<file path="src/rtl/exc_commit_unit.sv">
// Exception commit unit: carries ID exception info through PIPE_DEPTH slots and resolves one event per commit.
// Optional EXC_PERF_CNT_EN macro builds a saturating committed-exception counter on exc_count.
module exc_commit_unit #(
  parameter int EXC_W       = 8,
  parameter int ADDR_W      = 32,
  parameter int PIPE_DEPTH  = 2,
  parameter int INT_W       = 6,
  parameter int SYNC_STAGES = 2
) (
  input  logic              clk,
  input  logic              rst_n,
  input  logic              in_valid,
  input  logic [EXC_W-1:0]  in_exc_type,
  input  logic [ADDR_W-1:0] in_pc,
  input  logic [ADDR_W-1:0] in_badvaddr,
  input  logic              in_is_store,
  input  logic              in_delayslot,
  input  logic              stall,
  input  logic [INT_W-1:0]  int_i,
  input  logic [1:0]        sw_ip,
  input  logic [INT_W+1:0]  status_im,
  input  logic              status_ie,
  input  logic              status_exl,
  input  logic              redirect_ack,
  output logic              exc_valid,
  output logic [4:0]        exc_code,
  output logic [ADDR_W-1:0] exc_epc,
  output logic              exc_bd,
  output logic [ADDR_W-1:0] exc_badvaddr,
  output logic              exc_bva_we,
  output logic              eret_valid,
  output logic              flush,
  output logic [15:0]       exc_count
);

  localparam logic [0:0] ST_RUN   = 1'b0;
  localparam logic [0:0] ST_FLUSH = 1'b1;

  // Vector bit positions: {eret, ade, syscall, break, tp, overflow, ri, if}
  localparam int B_IF = 0, B_RI = 1, B_OV = 2, B_TP = 3;
  localparam int B_BRK = 4, B_SYS = 5, B_ADE = 6, B_ERET = 7;

  logic [0:0] state_reg;

  logic [SYNC_STAGES-1:0][INT_W-1:0]  sync_reg;
  logic [PIPE_DEPTH-1:0]              slot_valid_reg;
  logic [PIPE_DEPTH-1:0][EXC_W-1:0]   slot_exc_reg;
  logic [PIPE_DEPTH-1:0][ADDR_W-1:0]  slot_pc_reg;
  logic [PIPE_DEPTH-1:0][ADDR_W-1:0]  slot_bva_reg;
  logic [PIPE_DEPTH-1:0]              slot_store_reg;
  logic [PIPE_DEPTH-1:0]              slot_ds_reg;

  logic              exc_valid_reg, eret_valid_reg, exc_bd_reg, exc_bva_we_reg;
  logic [4:0]        exc_code_reg;
  logic [ADDR_W-1:0] exc_epc_reg, exc_bva_reg;

  logic              running, commit, int_pend;
  logic              exc_hit, bva_we_next, take_exc, take_eret, take_any;
  logic [4:0]        code_next;
  logic [ADDR_W-1:0] bva_next, epc_next;
  logic [EXC_W-1:0]  head_exc;
  logic [ADDR_W-1:0] head_pc;

  assign running  = (state_reg == ST_RUN);
  assign head_exc = slot_exc_reg[PIPE_DEPTH-1];
  assign head_pc  = slot_pc_reg[PIPE_DEPTH-1];
  assign commit   = slot_valid_reg[PIPE_DEPTH-1] & ~stall & running;
  assign int_pend = (|({sync_reg[SYNC_STAGES-1], sw_ip} & status_im)) & status_ie & ~status_exl;
  assign epc_next = slot_ds_reg[PIPE_DEPTH-1] ? (head_pc - ADDR_W'(4)) : head_pc;

  always_comb begin
    exc_hit     = 1'b1;
    code_next   = 5'd0;
    bva_we_next = 1'b0;
    bva_next    = head_pc;
    if (int_pend) begin
      code_next = 5'd0;
    end else if (head_exc[B_IF]) begin
      code_next   = 5'd4;
      bva_we_next = 1'b1;
    end else if (head_exc[B_RI]) begin
      code_next = 5'd10;
    end else if (head_exc[B_OV]) begin
      code_next = 5'd12;
    end else if (head_exc[B_TP]) begin
      code_next = 5'd13;
    end else if (head_exc[B_SYS]) begin
      code_next = 5'd8;
    end else if (head_exc[B_BRK]) begin
      code_next = 5'd9;
    end else if (head_exc[B_ADE]) begin
      code_next   = slot_store_reg[PIPE_DEPTH-1] ? 5'd5 : 5'd4;
      bva_we_next = 1'b1;
      bva_next    = slot_bva_reg[PIPE_DEPTH-1];
    end else begin
      exc_hit = 1'b0;
    end
  end

  // ERET only wins when nothing of higher priority is pending on the same instruction
  assign take_exc  = commit & exc_hit;
  assign take_eret = commit & ~exc_hit & head_exc[B_ERET];
  assign take_any  = take_exc | take_eret;

  always_ff @(posedge clk or negedge rst_n) begin
    if (!rst_n) begin
      sync_reg <= '0;
    end else begin
      sync_reg <= {sync_reg[SYNC_STAGES-2:0], int_i};
    end
  end

  always_ff @(posedge clk or negedge rst_n) begin
    if (!rst_n) begin
      slot_valid_reg <= '0;
      slot_exc_reg   <= '0;
      slot_pc_reg    <= '0;
      slot_bva_reg   <= '0;
      slot_store_reg <= '0;
      slot_ds_reg    <= '0;
    end else begin
      if (!running || take_any) begin
        slot_valid_reg <= '0;
      end else if (!stall) begin
        slot_valid_reg[0] <= in_valid;
        for (int k = 1; k < PIPE_DEPTH; k++) slot_valid_reg[k] <= slot_valid_reg[k-1];
      end
      if (!stall) begin
        slot_exc_reg[0]   <= in_exc_type;
        slot_pc_reg[0]    <= in_pc;
        slot_bva_reg[0]   <= in_badvaddr;
        slot_store_reg[0] <= in_is_store;
        slot_ds_reg[0]    <= in_delayslot;
        for (int k = 1; k < PIPE_DEPTH; k++) begin
          slot_exc_reg[k]   <= slot_exc_reg[k-1];
          slot_pc_reg[k]    <= slot_pc_reg[k-1];
          slot_bva_reg[k]   <= slot_bva_reg[k-1];
          slot_store_reg[k] <= slot_store_reg[k-1];
          slot_ds_reg[k]    <= slot_ds_reg[k-1];
        end
      end
    end
  end

  always_ff @(posedge clk or negedge rst_n) begin
    if (!rst_n) begin
      state_reg      <= ST_RUN;
      exc_valid_reg  <= 1'b0;
      eret_valid_reg <= 1'b0;
      exc_code_reg   <= '0;
      exc_epc_reg    <= '0;
      exc_bd_reg     <= 1'b0;
      exc_bva_we_reg <= 1'b0;
      exc_bva_reg    <= '0;
    end else begin
      exc_valid_reg  <= take_exc;
      eret_valid_reg <= take_eret;
      exc_bva_we_reg <= take_exc & bva_we_next;
      if (take_exc) begin
        exc_code_reg <= code_next;
        exc_epc_reg  <= epc_next;
        exc_bd_reg   <= slot_ds_reg[PIPE_DEPTH-1];
      end
      if (take_exc && bva_we_next) exc_bva_reg <= bva_next;
      case (state_reg)
        ST_RUN:   if (take_any) state_reg <= ST_FLUSH;
        default:  if (redirect_ack) state_reg <= ST_RUN;
      endcase
    end
  end

`ifdef EXC_PERF_CNT_EN
  logic [15:0] count_reg;
  always_ff @(posedge clk or negedge rst_n) begin
    if (!rst_n) begin
      count_reg <= '0;
    end else if (take_exc && count_reg != 16'hFFFF) begin
      count_reg <= count_reg + 16'd1;
    end
  end
  assign exc_count = count_reg;
`else
  assign exc_count = '0;
`endif

  assign exc_valid    = exc_valid_reg;
  assign eret_valid   = eret_valid_reg;
  assign exc_code     = exc_code_reg;
  assign exc_epc      = exc_epc_reg;
  assign exc_bd       = exc_bd_reg;
  assign exc_bva_we   = exc_bva_we_reg;
  assign exc_badvaddr = exc_bva_reg;
  assign flush        = (state_reg == ST_FLUSH);

endmodule

</file>
<file path="config.mk">
export PLATFORM = sky130hd
export DESIGN_NAME = exc_commit_unit
export DESIGN_NICKNAME = d
export VERILOG_FILES = /design/src/rtl/exc_commit_unit.sv
export SDC_FILE = /design/constraint.sdc
export NUM_CORES = 1
export LEC_CHECK = 0
export BUFFER_PORTS_ARGS = -buffer_cell sky130_fd_sc_hd__buf_2
export CAP_MARGIN = 15
export CORE_MARGIN = 5
export CORE_UTILIZATION = 40
export CTS_CLUSTER_DIAMETER = 80
export DETAILED_ROUTE_END_ITERATION = 10
export HOLD_SLACK_MARGIN = 0.06
export SLEW_MARGIN = 15
export SYNTH_ARGS = -nofsm -noshare
export SYNTH_HDL_FRONTEND = slang
export SYNTH_SLANG_ARGS = --single-unit
export TNS_END_PERCENT = 50
</file>
<file path="constraint.sdc">
create_clock -name clk -period 1.55 [get_ports clk]
set_input_delay 0.155 -clock clk [delete_from_list [all_inputs] [get_ports clk]]
set_output_delay 0.155 -clock clk [all_outputs]
set_load 0.02 [all_outputs]
</file>
==> results.json <==
{
  "crit_path_start": "head_pc[3]",
  "postSynthCellCount": 735,
  "largest_reg_flops": 64,
  "synth_area_um2": 9650,
  "grt_usage_pct": 19.8,
  "clock_skew_ns": 0.00933,
  "gp_congestion": 0.792,
  "grt_pass1_vias": 7712,
  "wl_per_cell_um": 19.3,
  "r2r_start": "head_pc[3]",
  "critPathRequiredTime_ns": 1.96,
  "violations": "negative setup slack",
  "die_w_um": 165,
  "layout-drive-gt1-share_pct": 56.6,
  "core.rowCount": 56,
  "synth_top_area_share_pct": 60.9,
  "io-pin-count": 187,
  "wl_met2_um": 13200,
  "io_buffers": 169,
  "cts_buffers": 26,
  "first_iter_violations": 382,
  "ys.warnings.count": 0,
  "layoutNonFillerInstCount": 1422,
  "setup.worst_path.end": "exc_epc[29]",
  "area_delta_synth_final_pct": 51.7,
  "layout_common_cells": "dfrtp_1 (233), buf_2 (167), mux2_2 (152)",
  "period_share_pct": 116,
  "clockBufferDepth": 3,
  "start_util_pct": 40.9,
  "end_kind": "flop",
  "dieArea_um2": 27300,
  "clk_latency_ns": 0.53,
  "yosysSeqAreaShare_pct": 60.9,
  "firstDrtPassIters": 4,
  "die-height_um": 165,
  "fin_nets": 1182,
  "worstReg2RegEnd": "exc_epc[29]",
  "finish.instance_area_um2": 14600,
  "cts_tree": "done",
  "antenna_found_initial": 0,
  "dp_hpwl_um": 16700,
  "met3_length_um": 1420,
  "core-area_um2": 23600,
  "totalWireLength_um": 27400,
  "async_flop_share_pct": 100,
  "clock.fmax_ghz": 0.557,
  "crit_arrival_ns": 2.21,
  "diodes": 0,
  "rr_worst_depth": 7,
  "max_cap_viol_count": 0,
  "drtAntennaViolNets": 0,
  "rsz0062_at_grt": "true",
  "r2r_slack_ns": -0.25,
  "fin_hold_ws_ns": 0.109,
  "place_area_um2": 11400,
  "drc": 0,
  "routed.top_layer": "met4",
  "synth_edf_count": 0,
  "fin_ws_ns": -0.246,
  "synth-seq-cells": 235,
  "dr_total_vias": 7226,
  "synth.avg_cell_area_um2": 13.1,
  "path_clk_slew_ns": 0.06,
  "clock_sinks": 235,
  "hold_violations": 0,
  "vdd_ir_drop_max_mv": 0.949,
  "power_mw": 21.2,
  "synth.distinct_cells": 47,
  "wl_met1_um": 11900,
  "setup_viol": 73,
  "layout_commonest_cell": "dfrtp_1",
  "grt_pass1_wl_um": 42700,
  "hold_path.class": "primary input to async pin",
  "p_leak_nw": 6.43,
  "cp_max_fo": 3,
  "power.density_nw_per_um2": 1450,
  "grt_max_degree": 54,
  "synth_largest_area_cell": "dfrtp_1",
  "status": "finished, violations left",
  "synthTopCellsByArea": "dfrtp_1 (61%), mux2_2 (18%), o22ai_1 (4.1%), a21oi_1 (3.2%), xnor2_1 (2.2%)",
  "timing_worst_setup_path_type": "flop to flop",
  "finalMaxSlewViolations": 0,
  "ys.flop_type": "dfrtp_1",
  "htreeDepth": 1,
  "dp.cells": 1257,
  "grt_overflow": 0,
  "via_per_inst": 5.08,
  "layout_min_cycle_time_ns": 1.80,
  "worst_setup_path_start_kind": "flop",
  "cts_root_buffer": "clkbuf_16"
}
-- worst max-delay path, stage by stage, from the launching register on --
cell,delay [ns]
dfrtp_1,0.42
nor4b_4,0.29
buf_4,0.18
nand3b_4,0.14
buf_12,0.17
nor4_4,0.26
xnor2_1,0.14
a21oi_1,0.08
-- per-layer routing --
metal | vias up | GRT usage, %
li1 | 3332 | -
met1 | 3665 | 27.5
met2 | 178 | 31.7
met3 | 51 | 3.82
met4 | 0 | 6.00
met5 | - | 0
-- per-stage QoR --
stage | util, % | setup TNS [ns] | setup slack (ns)
3_5_place_dp | 48.4 | -10.66 | -0.253
6_report | 62.0 | -10.01 | -0.246
2_1_floorplan | - | -0.578 | -0.114
5_1_grt | 62.0 | -16.60 | -0.341
3_3_place_gp | 48.4 | -7.61 | -0.214
4_1_cts | 59.8 | -9.25 | -0.201
-- cells by family (layout without fill, tap and decap cells) --
logic type	count (synthesis)	after routing	synth area share, %
flip-flops	235	235	60.9
AND/OR/NAND/NOR	104	104	6.25
buffers and inverters	69	421	3.49
AO/OA/AOI/OAI	144	144	8.76
multiplexers	154	154	17.9
XOR/XNOR	27	27	2.45
adder cells (fa/ha/maj)	1	1	0.130
other	1	17	0.0389
-- where the power goes --
group	total, mW	internal, mW	switching (mW)
clock	6.20	3.75	2.45
sequential	8.34	7.37	0.974
combinational	6.65	3.23	3.42
-- layout make-up --
cell class              count  area [um2]
repair inverters            1        8.76
fillers                  1832        8980
inverters                   8        42.5
clock inverters             7        85.1
multi-input cells         447        4380
flip-flops and latches    235        5880
repair buffers            365        3060
well taps                 319         399
clock buffers              40         774
-- what timing repair did --
action / CTS / global route
endpoints found under the hold margin: 317 / 0
hold buffers: 83 / 0
setup endpoints to repair: 73 / 75
gates resized for setup: 122 / 71
pin swaps: 30 / 42
buffers inserted: 14 / 7
cloned: 11 / 3
-- worst min-delay path by stage --
stage          startpoint  cells after the start  slack, ns           to
5_1_grt             rst_n                      2       0.14  head_exc[7]
4_1_cts             rst_n                      2        0.1  head_exc[3]
6_report            rst_n                      2       0.11  head_exc[3]
2_1_floorplan       rst_n                      0      -0.14   eret_valid
3_5_place_dp        rst_n                      1       0.07  head_exc[2]
3_3_place_gp        rst_n                      1       0.07  head_exc[2]
-- cell usage after synthesis (4+ instances only) --
master    number
nand2_1        6
buf_1         10
nor2_1        44
or3_1          4
o22ai_1       64
dfrtp_1      235
nor3_2         4
clkbuf_1      23
nor3_1        12
buf_4         17
xnor2_1       24
a22oi_1        4
inv_1          8
nor4_2         5
a21oi_1       61
mux2_2       152
buf_2         11
nand3_1        9
No activity file was read; power rests on OpenSTA's default activity.
